$ cat src/rtl/riscv_pkg.sv
// Shared fetch-stage types: datapath width, fetch FSM states and the
// {pc, insn} record carried through the instruction buffer.
package riscv_pkg;

   localparam int XLEN       = 32;
   localparam int INSN_BYTES = 4;

   typedef enum logic [1:0] {
      S_BOOT,
      S_RUN,
      S_HALT
   } fetch_state_e;

   typedef struct packed {
      logic [31:0] pc;
      logic [31:0] insn;
   } fetch_entry_t;

   // Force a byte address onto a word boundary by clearing the low bits.
   function automatic logic [XLEN-1:0] word_align(input logic [XLEN-1:0] addr);
      return {addr[XLEN-1:2], 2'b00};
   endfunction

endpackage

$ cat src/rtl/ifetch_unit_if.sv
// Bundle of the fetch unit's memory, execute-stage and decode-stage signals.
// master = the fetch unit, slave = the surrounding pipeline / memory.
interface ifetch_unit_if;
   import riscv_pkg::*;

   logic [XLEN-1:0] o_imem_addr;
   logic [XLEN-1:0] i_imem_data;
   logic            i_redirect_valid;
   logic [XLEN-1:0] i_redirect_pc;
   logic            i_halt;
   logic            o_inst_valid;
   logic [XLEN-1:0] o_inst;
   logic [XLEN-1:0] o_inst_pc;
   logic            i_inst_ready;
   logic            o_misalign;

   modport master (
      output o_imem_addr,
      input  i_imem_data,
      input  i_redirect_valid,
      input  i_redirect_pc,
      input  i_halt,
      output o_inst_valid,
      output o_inst,
      output o_inst_pc,
      input  i_inst_ready,
      output o_misalign
   );

   modport slave (
      input  o_imem_addr,
      output i_imem_data,
      output i_redirect_valid,
      output i_redirect_pc,
      output i_halt,
      input  o_inst_valid,
      input  o_inst,
      input  o_inst_pc,
      output i_inst_ready,
      input  o_misalign
   );

endinterface

$ cat src/rtl/ifetch_buf.sv
// Small synchronous FIFO of fetched {pc, insn} entries. The head is exposed
// combinationally and reads as zero while empty. Push into a full buffer is
// accepted when a pop frees the head slot in the same cycle.
module ifetch_buf
   import riscv_pkg::*;
#(
   parameter  int DEPTH = 2,
   localparam int PTR_W = $clog2(DEPTH),
   localparam int CNT_W = PTR_W + 1
) (
   input  logic             clk,
   input  logic             rst_n,
   input  logic             push,
   input  logic             pop,
   input  logic             flush,
   input  fetch_entry_t     push_entry,
   output logic [CNT_W-1:0] count,
   output fetch_entry_t     head
);

   fetch_entry_t     mem [DEPTH];
   logic [PTR_W-1:0] rd_ptr;
   logic [PTR_W-1:0] wr_ptr;
   logic             do_pop;
   logic             do_push;

   assign do_pop  = pop && (count != '0);
   assign do_push = push && ((count < CNT_W'(DEPTH)) || do_pop);

   // Pointer and occupancy bookkeeping; a flush empties the buffer outright.
   always_ff @(posedge clk or negedge rst_n) begin
      if (!rst_n) begin
         rd_ptr <= '0;
         wr_ptr <= '0;
         count  <= '0;
      end else if (flush) begin
         rd_ptr <= '0;
         wr_ptr <= '0;
         count  <= '0;
      end else begin
         if (do_push) wr_ptr <= wr_ptr + PTR_W'(1);
         if (do_pop)  rd_ptr <= rd_ptr + PTR_W'(1);
         if (do_push && !do_pop)      count <= count + CNT_W'(1);
         else if (do_pop && !do_push) count <= count - CNT_W'(1);
      end
   end

   // Entry storage needs no reset: the head is masked whenever count is zero.
   always_ff @(posedge clk) begin
      if (do_push && !flush) mem[wr_ptr] <= push_entry;
   end

   // Present the oldest entry, or zeros when nothing is buffered.
   always_comb begin
      head = '0;
      if (count != '0) head = mem[rd_ptr];
   end

endmodule

$ cat src/rtl/ifetch_unit.sv
// Instruction-fetch initiator. Drives the combinational imem with the fetch
// PC, buffers each returned word with its PC, and hands the oldest entry to
// decode over valid/ready. Redirects from execute flush and retarget fetch;
// halt stops fetching while the buffer keeps draining.
module ifetch_unit
   import riscv_pkg::*;
#(
   parameter logic [31:0] RESET_PC  = 32'h0000_0000,
   parameter int          BUF_DEPTH = 2
) (
   input logic          clk,
   input logic          rst_n,
   ifetch_unit_if.master bus
);

   localparam int CNT_W = $clog2(BUF_DEPTH) + 1;

   fetch_state_e     state;
   logic [XLEN-1:0]  fetch_pc;
   logic             misalign;
   logic [CNT_W-1:0] count;
   fetch_entry_t     head;
   fetch_entry_t     new_entry;
   logic             pop;
   logic             push;

   assign pop  = bus.o_inst_valid && bus.i_inst_ready;
   assign push = (state == S_RUN) && !bus.i_halt && !bus.i_redirect_valid &&
                 ((count < CNT_W'(BUF_DEPTH)) || pop);

   assign new_entry.pc   = fetch_pc;
   assign new_entry.insn = bus.i_imem_data;

   ifetch_buf #(
      .DEPTH (BUF_DEPTH)
   ) u_buf (
      .clk        (clk),
      .rst_n      (rst_n),
      .push       (push),
      .pop        (pop),
      .flush      (bus.i_redirect_valid),
      .push_entry (new_entry),
      .count      (count),
      .head       (head)
   );

   assign bus.o_imem_addr  = fetch_pc;
   assign bus.o_inst_valid = (count != '0);
   assign bus.o_inst       = head.insn;
   assign bus.o_inst_pc    = head.pc;
   assign bus.o_misalign   = misalign;

   // Fetch FSM, PC sequencing and misalign flag; redirect overrides everything.
   always_ff @(posedge clk or negedge rst_n) begin
      if (!rst_n) begin
         state    <= S_BOOT;
         fetch_pc <= RESET_PC;
         misalign <= 1'b0;
      end else begin
         misalign <= bus.i_redirect_valid && (bus.i_redirect_pc[1:0] != 2'b00);
         if (bus.i_redirect_valid) begin
            fetch_pc <= word_align(bus.i_redirect_pc);
            state    <= S_RUN;
         end else begin
            if (push) fetch_pc <= fetch_pc + XLEN'(INSN_BYTES);
            case (state)
               S_BOOT:  state <= S_RUN;
               S_RUN:   if (bus.i_halt) state <= S_HALT;
               S_HALT:  state <= S_HALT;
               default: state <= S_BOOT;
            endcase
         end
      end
   end

endmodule

$ cat src/flat_wrapper.sv
// flat-port wrapper written by rule: the top's interface ports become plain ports
module ifetch_unit_flat import riscv_pkg::*;
#(
   parameter logic [31:0] RESET_PC  = 32'h0000_0000,
   parameter int          BUF_DEPTH = 2
)
  (clk, rst_n, bus_o_imem_addr, bus_i_imem_data, bus_i_redirect_valid, bus_i_redirect_pc, bus_i_halt, bus_o_inst_valid, bus_o_inst, bus_o_inst_pc, bus_i_inst_ready, bus_o_misalign);
  ifetch_unit_if bus_i ();
  input logic clk;
  input logic rst_n;
  output wire logic [$bits(bus_i.o_imem_addr)-1:0] bus_o_imem_addr;
  input wire logic [$bits(bus_i.i_imem_data)-1:0] bus_i_imem_data;
  input wire logic [$bits(bus_i.i_redirect_valid)-1:0] bus_i_redirect_valid;
  input wire logic [$bits(bus_i.i_redirect_pc)-1:0] bus_i_redirect_pc;
  input wire logic [$bits(bus_i.i_halt)-1:0] bus_i_halt;
  output wire logic [$bits(bus_i.o_inst_valid)-1:0] bus_o_inst_valid;
  output wire logic [$bits(bus_i.o_inst)-1:0] bus_o_inst;
  output wire logic [$bits(bus_i.o_inst_pc)-1:0] bus_o_inst_pc;
  input wire logic [$bits(bus_i.i_inst_ready)-1:0] bus_i_inst_ready;
  output wire logic [$bits(bus_i.o_misalign)-1:0] bus_o_misalign;
  assign bus_o_imem_addr = bus_i.o_imem_addr;
  assign bus_i.i_imem_data = bus_i_imem_data;
  assign bus_i.i_redirect_valid = bus_i_redirect_valid;
  assign bus_i.i_redirect_pc = bus_i_redirect_pc;
  assign bus_i.i_halt = bus_i_halt;
  assign bus_o_inst_valid = bus_i.o_inst_valid;
  assign bus_o_inst = bus_i.o_inst;
  assign bus_o_inst_pc = bus_i.o_inst_pc;
  assign bus_i.i_inst_ready = bus_i_inst_ready;
  assign bus_o_misalign = bus_i.o_misalign;
  ifetch_unit #(.RESET_PC(RESET_PC), .BUF_DEPTH(BUF_DEPTH)) u_core (.clk(clk), .rst_n(rst_n), .bus(bus_i));
endmodule
$ cat config.mk
export PLATFORM = sky130hd
export DESIGN_NAME = ifetch_unit_flat
export DESIGN_NICKNAME = d
export VERILOG_FILES = /design/src/rtl/riscv_pkg.sv /design/src/rtl/ifetch_unit_if.sv /design/src/rtl/ifetch_buf.sv /design/src/rtl/ifetch_unit.sv /design/src/flat_wrapper.sv
export SDC_FILE = /design/constraint.sdc
export NUM_CORES = 1
export LEC_CHECK = 0
export BUFFER_PORTS_ARGS = -buffer_cell sky130_fd_sc_hd__buf_2
export CAP_MARGIN = 5
export CORE_MARGIN = 3
export CORE_UTILIZATION = 30
export DETAILED_ROUTE_END_ITERATION = 8
export PLACE_DENSITY = 0.61
export SYNTH_ARGS = -nofsm -noshare
export SYNTH_HDL_FRONTEND = slang
export SYNTH_SLANG_ARGS = --single-unit
$ cat constraint.sdc
create_clock -name clk -period 9.12 [get_ports clk]
set_input_delay 0.456 -clock clk [delete_from_list [all_inputs] [get_ports clk]]
set_output_delay 0.456 -clock clk [all_outputs]
set_load 0.005 [all_outputs]
==> results.toml, run 1 <==
[sta]
fin_crit_sh = 0.305
hold_viol = 0
fin_crit_ps = 2790
relSlewSlack = 0.376
finalSetupViolCount = 0
slew_viol_final = 0
rsz0062_at_grt = "no"
fmaxAchievable_mhz = 359
fin_skew_ps = 9.79
fin_setup_tns_ps = 0
worstMarginPinSlew_ps = 937
hold_ws_ps = 175

[min_path]
worst_hold_path_type = "input pin to async pin"

[cells_and_area]
final_nets = 736
post-route-util = 0.384
fin_area_um2 = 8440
fillers = 2159
syn2layout_area_growth_pct = 25.0
stdcell_count = 958
layout-drive-gt1-share = 0.304

[clock_network]
cts_tree = "yes"
h-tree-depth = 4
cts_made_buffers = 17
ctsResizeCount = 0
postCtsHoldBufs = 0
numClockSinks = 161
post_cts_buffers = 0
clock-root-buffer = "clkbuf_16"
clk_latency_ps = 420
cts_max_path_buffers = 2
clk_pin_slew_ps = 60

[run]
max-cap-violations = 0

[synth]
synth_top_area_frac = 0.552
ys_top_cells_by_area = "edfxtp_1 55%, dfrtp_1 14%, mux2i_1 9.3%"
yosysTopAreaCell = "edfxtp_1"
synth_area_um2 = 6750
synthCells = 502
avgSynthCellArea_um2 = 13.4
ys_ff_latch = 161
yosysSeqAreaShare = 0.689
ys_warn_count = 0
synth_cell_types = 36

[floorplanning]
core_area_um2 = 22000
num_rows = 54
initial_utilization = 0.307
fp.dieH_um = 156
die_x_um = 156
dieArea_um2 = 24300
boundaryPins = 167

[global_route]
antenna_found_initial = 1
grt_pass1_vias = 4262
gr-total-overflow = 0
grt_usage = 0.128
grt_pass1_wl_mm = 23.6
grt_max_degree = 67

[placement]
place.gp.congestion = 0.743
dp_hpwl_mm = 10.6
port-buffer-count = 162
placed_cell_area_um2 = 7860
dp.cells = 925

[routing]
first_iter_violations = 184
via_count = 4393
wl_per_cell_um = 16.5
drt-total-wl_mm = 15.8
ant_nets = 0
drc = 0
viasPerCell = 4.59
first_pass_iters = 4

[power]
p_leak_nw = 3.24
p_per_area_nw_per_um2 = 214
ir_drop_v = 0.000119

[worst_setup_path]
worstPathMaxFanout = 39
rr_worst_depth = 5
required_ps = 8660
path_class = "flip-flop to output port"
worstSetupStartpointType = "flip-flop"
cp.arrival_ps = 2330
endpoint_kind = "output port"

[status]
status = "finished, final reports clean"
cell usage after synthesis:
master,n
edfxtp_1,124
nor2_1,69
mux2i_1,63
nand2_1,43
dfrtp_1,37
o21ai_0,26
clkbuf_1,22
xnor2_1,16
xor2_1,14
nor4_1,10
and3_1,9
nand3_1,9
inv_1,8
nand4_1,8
nor3_1,5
buf_4,4
nand2b_1,4
nor2b_1,4
o21ai_1,4
ha_1,3
a21oi_1,2
and4_1,2
o31a_1,2
or3_1,2
a211oi_1,1
a311oi_1,1
and2_1,1
and3_2,1
and4b_1,1
buf_6,1
conb_1,1
mux2_2,1
nand3_2,1
nand3_4,1
o211ai_1,1
or3b_1,1
critical path, stage by stage, from the launching register on:
cell and delay [ps]:
dfrtp_4 730, buf_4 660, mux2i_1 300, nor2_1 50, buf_2 140
where the power goes:
| part | leakage, nW | switching [mW] | total (mW) | internal (mW) |
|---|---|---|---|---|
| registers | 1.58 | 0.0422 | 0.894 | 0.852 |
| logic | 1.38 | 0.128 | 0.224 | 0.0954 |
| clock network | 0.277 | 0.306 | 0.689 | 0.384 |
| total | 3.24 | 0.476 | 1.81 | 1.33 |
through the flow:
step / power, mW / setup slack [ps]
6_report: 1.81 / 6330
3_3_place_gp: 1.14 / 6570
2_1_floorplan: 1.03 / 3220
5_1_grt: 1.89 / 6160
3_5_place_dp: 1.14 / 6540
4_1_cts: 1.84 / 6260
sequential cells by signal (all words and copies together), names as in the netlist:
name and cells:
u_core.u_buf.rd_ptr 1, u_core.bus.o_misalign 1, u_core.u_buf.count 2, u_core.u_buf.mem 124
u_core.bus.o_imem_addr 30, u_core.state 2, u_core.u_buf.wr_ptr 1
per-layer routing:
metal	vias up	global-route usage	routed length, um
li1	2124	-	-
met5	-	0	0
met2	127	0.215	7760
met4	0	0.0437	295
met1	2120	0.161	6970
met3	22	0.0338	754
cells by family after synthesis:
family          count (synthesis)  synth area share
simple gates                  171             0.118
flops                         161             0.689
mux                            64            0.0951
compound gates                 37            0.0298
buf+inv                        35            0.0228
xor+xnor                       30            0.0389
fa+ha+maj                       3           0.00556
other cells                     1          0.000556
worst paths after layout:
| check | startpoint | to | slack (ps) |
|---|---|---|---|
| worst max-delay path | u_core.u_buf.rd_ptr | bus_o_inst[10] | 6330 |
| worst min-delay path | rst_n | u_core.bus.o_imem_addr[18] | 180 |
| worst max register to register | u_core.state[1] | u_core.u_buf.mem[1][17] | 6620 |
| worst min register to register | u_core.state[1] | u_core.state[1] | 530 |
| max in group asynchronous | rst_n | u_core.u_buf.rd_ptr | 8280 |
| min in group clk | bus_i_imem_data[23] | u_core.u_buf.mem[1][23] | 220 |
cell type report:
cell class	instances	area [um2]	share of cell area
Tap cell	280	350	0.0415
Timing Repair Buffer	167	848	0.101
Multi-Input combinational cell	309	1980	0.234
Sequential cell	161	4650	0.552
Inverter	8	30.0	0.00356
Clock inverter	15	151	0.0179
Antenna cell	1	2.50	0.000297
Clock buffer	17	425	0.0504
layout by cell type (no fill, tap or decap), drive strengths merged:
cell,instances
and2,1
clkbuf,17
bufinv,1
and3,10
conb,4
and4b,1
diode,1
dfrtp,37
nor2,69
o31a,2
nand2,43
nor3,5
a311oi,1
nand3,11
nor4,10
clkinv,6
nand2b,4
xor2,14
buf,167
o211ai,1
nand4,8
ha,3
inv,14
edfxtp,124
o21ai,30
and4,2
xnor2,16
a211oi,1
clkinvlp,2
or3,2
or3b,1
mux2,1
nor2b,4
mux2i,63
a21oi,2
Power figures use the tool's default switching activity.
==> run 2: changes to the inputs <==
- ABC_AREA: unset -> 1
- PLACE_DENSITY: 0.61 -> 0.62
- clock period: 9.12 -> 2.4 ns (I/O delays scaled with it)
==> results.toml, run 2 <==
[clock_network]
clk_latency_ps = 420
numClockSinks = 161
cts_tree = "yes"
clk_pin_slew_ps = 70
h-tree-depth = 4
cts_made_buffers = 17
post_cts_buffers = 0
clock-root-buffer = "clkbuf_16"
cts_max_path_buffers = 2

[power]
power_mw = 8.50
ir_drop_v = 0.000416
p_per_area_nw_per_um2 = 894
p_leak_nw = 3.98

[sta]
setup_slack_ps = 302
fmaxAchievable_mhz = 477
hold_viol = 0
relSlewSlack = 0.527
slew_viol_final = 0
fin_crit_sh = 0.874
fin_skew_ps = 11.8
fin_setup_tns_ps = 0
finalSetupViolCount = 0
worstMarginPinSlew_ps = 710
fin_crit_ps = 2100
rsz0062_at_grt = "no"
hold_ws_ps = 28.7

[global_route]
grt_usage = 0.155
met1_usage = 0.219
gr-usage-met2 = 0.241
grt_pass1_vias = 5581
antenna_found_initial = 0
grt_pass1_wl_mm = 31.3
grt_util_met3 = 0.0349
grt_max_degree = 63
gr-total-overflow = 0
busiest_layer = "met2"

[synth]
synthFlopType = "edfxtp_1"
synth_top_area_frac = 0.514
synth.most_common_cell = "nand2_1"
ys_top_cells_by_area = "edfxtp_1 51%, nand2_1 14%, dfrtp_1 13%"
synth.top_cells.by_count = "274 x nand2_1, 124 x edfxtp_1, 93 x nor2_1, 70 x a21oi_1, 39 x inv_1"
yosysSeqAreaShare = 0.642
ys_warn_count = 0
synthMuxAreaShare = 0
synth-edff-count = 124
synth_top_family_by_area = "simple AND/OR/NAND/NOR gates"
yosys.area_share.adder = 0.00518
synth_xor_area_frac = 0.00121
ys_ff_latch = 161
synth_cell_types = 31
avgSynthCellArea_um2 = 9.43
synth_simple_gate_area_frac = 0.232
synth-compound-area-share = 0.0748
synth_area_um2 = 7240
synthCells = 768
ys_async_sr_fraction = 0.230
yosysTopAreaCell = "edfxtp_1"

[routing]
first_iter_violations = 524
viasPerCell = 4.57
via_count = 5983
drt-total-wl_mm = 19.9
ant_nets = 0
drc = 0
wl_per_cell_um = 15.2
first_pass_iters = 5

[worst_setup_path]
worstPathMaxFanout = 29
max_stage_delay_ps = 450
endpoint_kind = "flip-flop"
reg2reg_from = "u_core.state[0]"
path_delay_family = "simple AND/OR/NAND/NOR gates"
worstSetupStartpointType = "flip-flop"
cp.arrival_ps = 2380
path_class = "flip-flop to flip-flop"
crit_path_top_delay_cell = "inv_2"
crit_path_cell_trace = "ha_1 > nand2_1 > nor2_2 > nand2_2 > nand2_2 > inv_2 > nor2_1 > nand2_1 > o21ai_0"
critPathBufInv = 1
startpoint = "u_core.state[0]"
required_ps = 2680

[cells_and_area]
largest_register_ffs = 124
layout-drive-gt1-share = 0.226
diodes = 0
top_register = "u_core.u_buf.mem"
final_cell_mix = "274 x nand2_1, 162 x buf_2, 124 x edfxtp_1"
final_common_cell = "nand2_1"
final_nets = 1049
syn2layout_area_growth_pct = 31.3
post-route-util = 0.403

[floorplanning]
boundaryPins = 167
dieArea_um2 = 26000
num_rows = 56
fp.dieH_um = 161
core_area_um2 = 23600
initial_utilization = 0.307
die_x_um = 161

[status]
status = "finished, final reports clean"

[min_path]
min-delay-start = "bus_i_redirect_pc[20]"
worst_hold_path_type = "input pin to flip-flop"

[placement]
port-buffer-count = 162
dp_hpwl_mm = 13.2
place.gp.congestion = 0.871
post-place-ws_ps = 336

[run]
max-cap-violations = 0
==> run 2: cell count changes after synthesis, moves of 5 or more <==
cell,previous run,this run
nor2_2,0,5
inv_1,8,39
nand3_1,9,36
nand2_1,43,274
a21oi_1,2,70
xnor2_1,16,0
and3_1,9,0
nor4_1,10,0
mux2i_1,63,0
nor2_1,69,93
xor2_1,14,1
==> run 2: metal layers <==
metal	share of wire	vias to the layer above
li1	-	2966
met1	0.45	2766
met2	0.46	234
met3	0.075	17
met4	0.011	0
met5	0	-
==> run 2: repair_timing <==
| action | CTS | global route |
|---|---|---|
| gates resized for setup | 0 | 0 |
| hold buffers | 47 | 0 |
| hold endpoints to repair | 100 | 0 |
==> run 2: worst register-to-register path, delay by kind of cell, from the launching register on <==
| kind | cells | cell delay [ps] |
|---|---|---|
| DFF | 1 | 390 |
| adders and majority gates | 1 | 220 |
| and+or+nand+nor | 6 | 820 |
| buffers and inverters | 1 | 460 |
| AOI/OAI and AO/OA | 1 | 70 |
==> run 2: cell families (layout without fill, tap and decap cells) <==
family | after synthesis | in the layout
and+or+nand+nor | 422 | 422
DFF | 161 | 161
AOI/OAI and AO/OA | 103 | 103
buffers and inverters | 77 | 296
adders and majority gates | 3 | 3
other | 1 | 4
xor gates and xnor gates | 1 | 1
==> run 2: path summary, 6_finish.rpt <==
kind	cells past startpoint	to	slack [ps]
min	5	u_core.bus.o_imem_addr[20]	30
max	9	u_core.bus.o_imem_addr[15]	300
max reg2reg	9	u_core.bus.o_imem_addr[15]	300
min in group asynchronous	2	u_core.bus.o_imem_addr[8]	250
max in group asynchronous	3	u_core.bus.o_imem_addr[25]	1510
min reg2reg	2	u_core.u_buf.count[1]	580
==> run 2: area by class of cell <==
type                            instances  area, um2
Clock buffer                           19        453
Tap cell                              319        399
Fill cell                            2323      14100
Inverter                               43        161
Clock inverter                         13        138
Timing Repair Buffer                  221       1410
Sequential cell                       161       4650
Multi-Input combinational cell        533       2300
==> run 2: stage by stage <==
step,std cells,instance area (um2)
6_report,1309,9510
5_1_grt,1309,9510
4_1_cts,1309,9510
3_5_place_dp,1230,8450
3_3_place_gp,1230,8450
2_1_floorplan,771,7260
==> run 2: where the power goes <==
| group | internal (mW) | total, mW | switching, mW | leakage (nW) |
|---|---|---|---|---|
| combinational | 0.854 | 2.30 | 1.45 | 2.13 |
| clock | 1.58 | 2.64 | 1.06 | 0.285 |
| sequential | 3.30 | 3.56 | 0.258 | 1.56 |
| total | 5.74 | 8.50 | 2.76 | 3.98 |
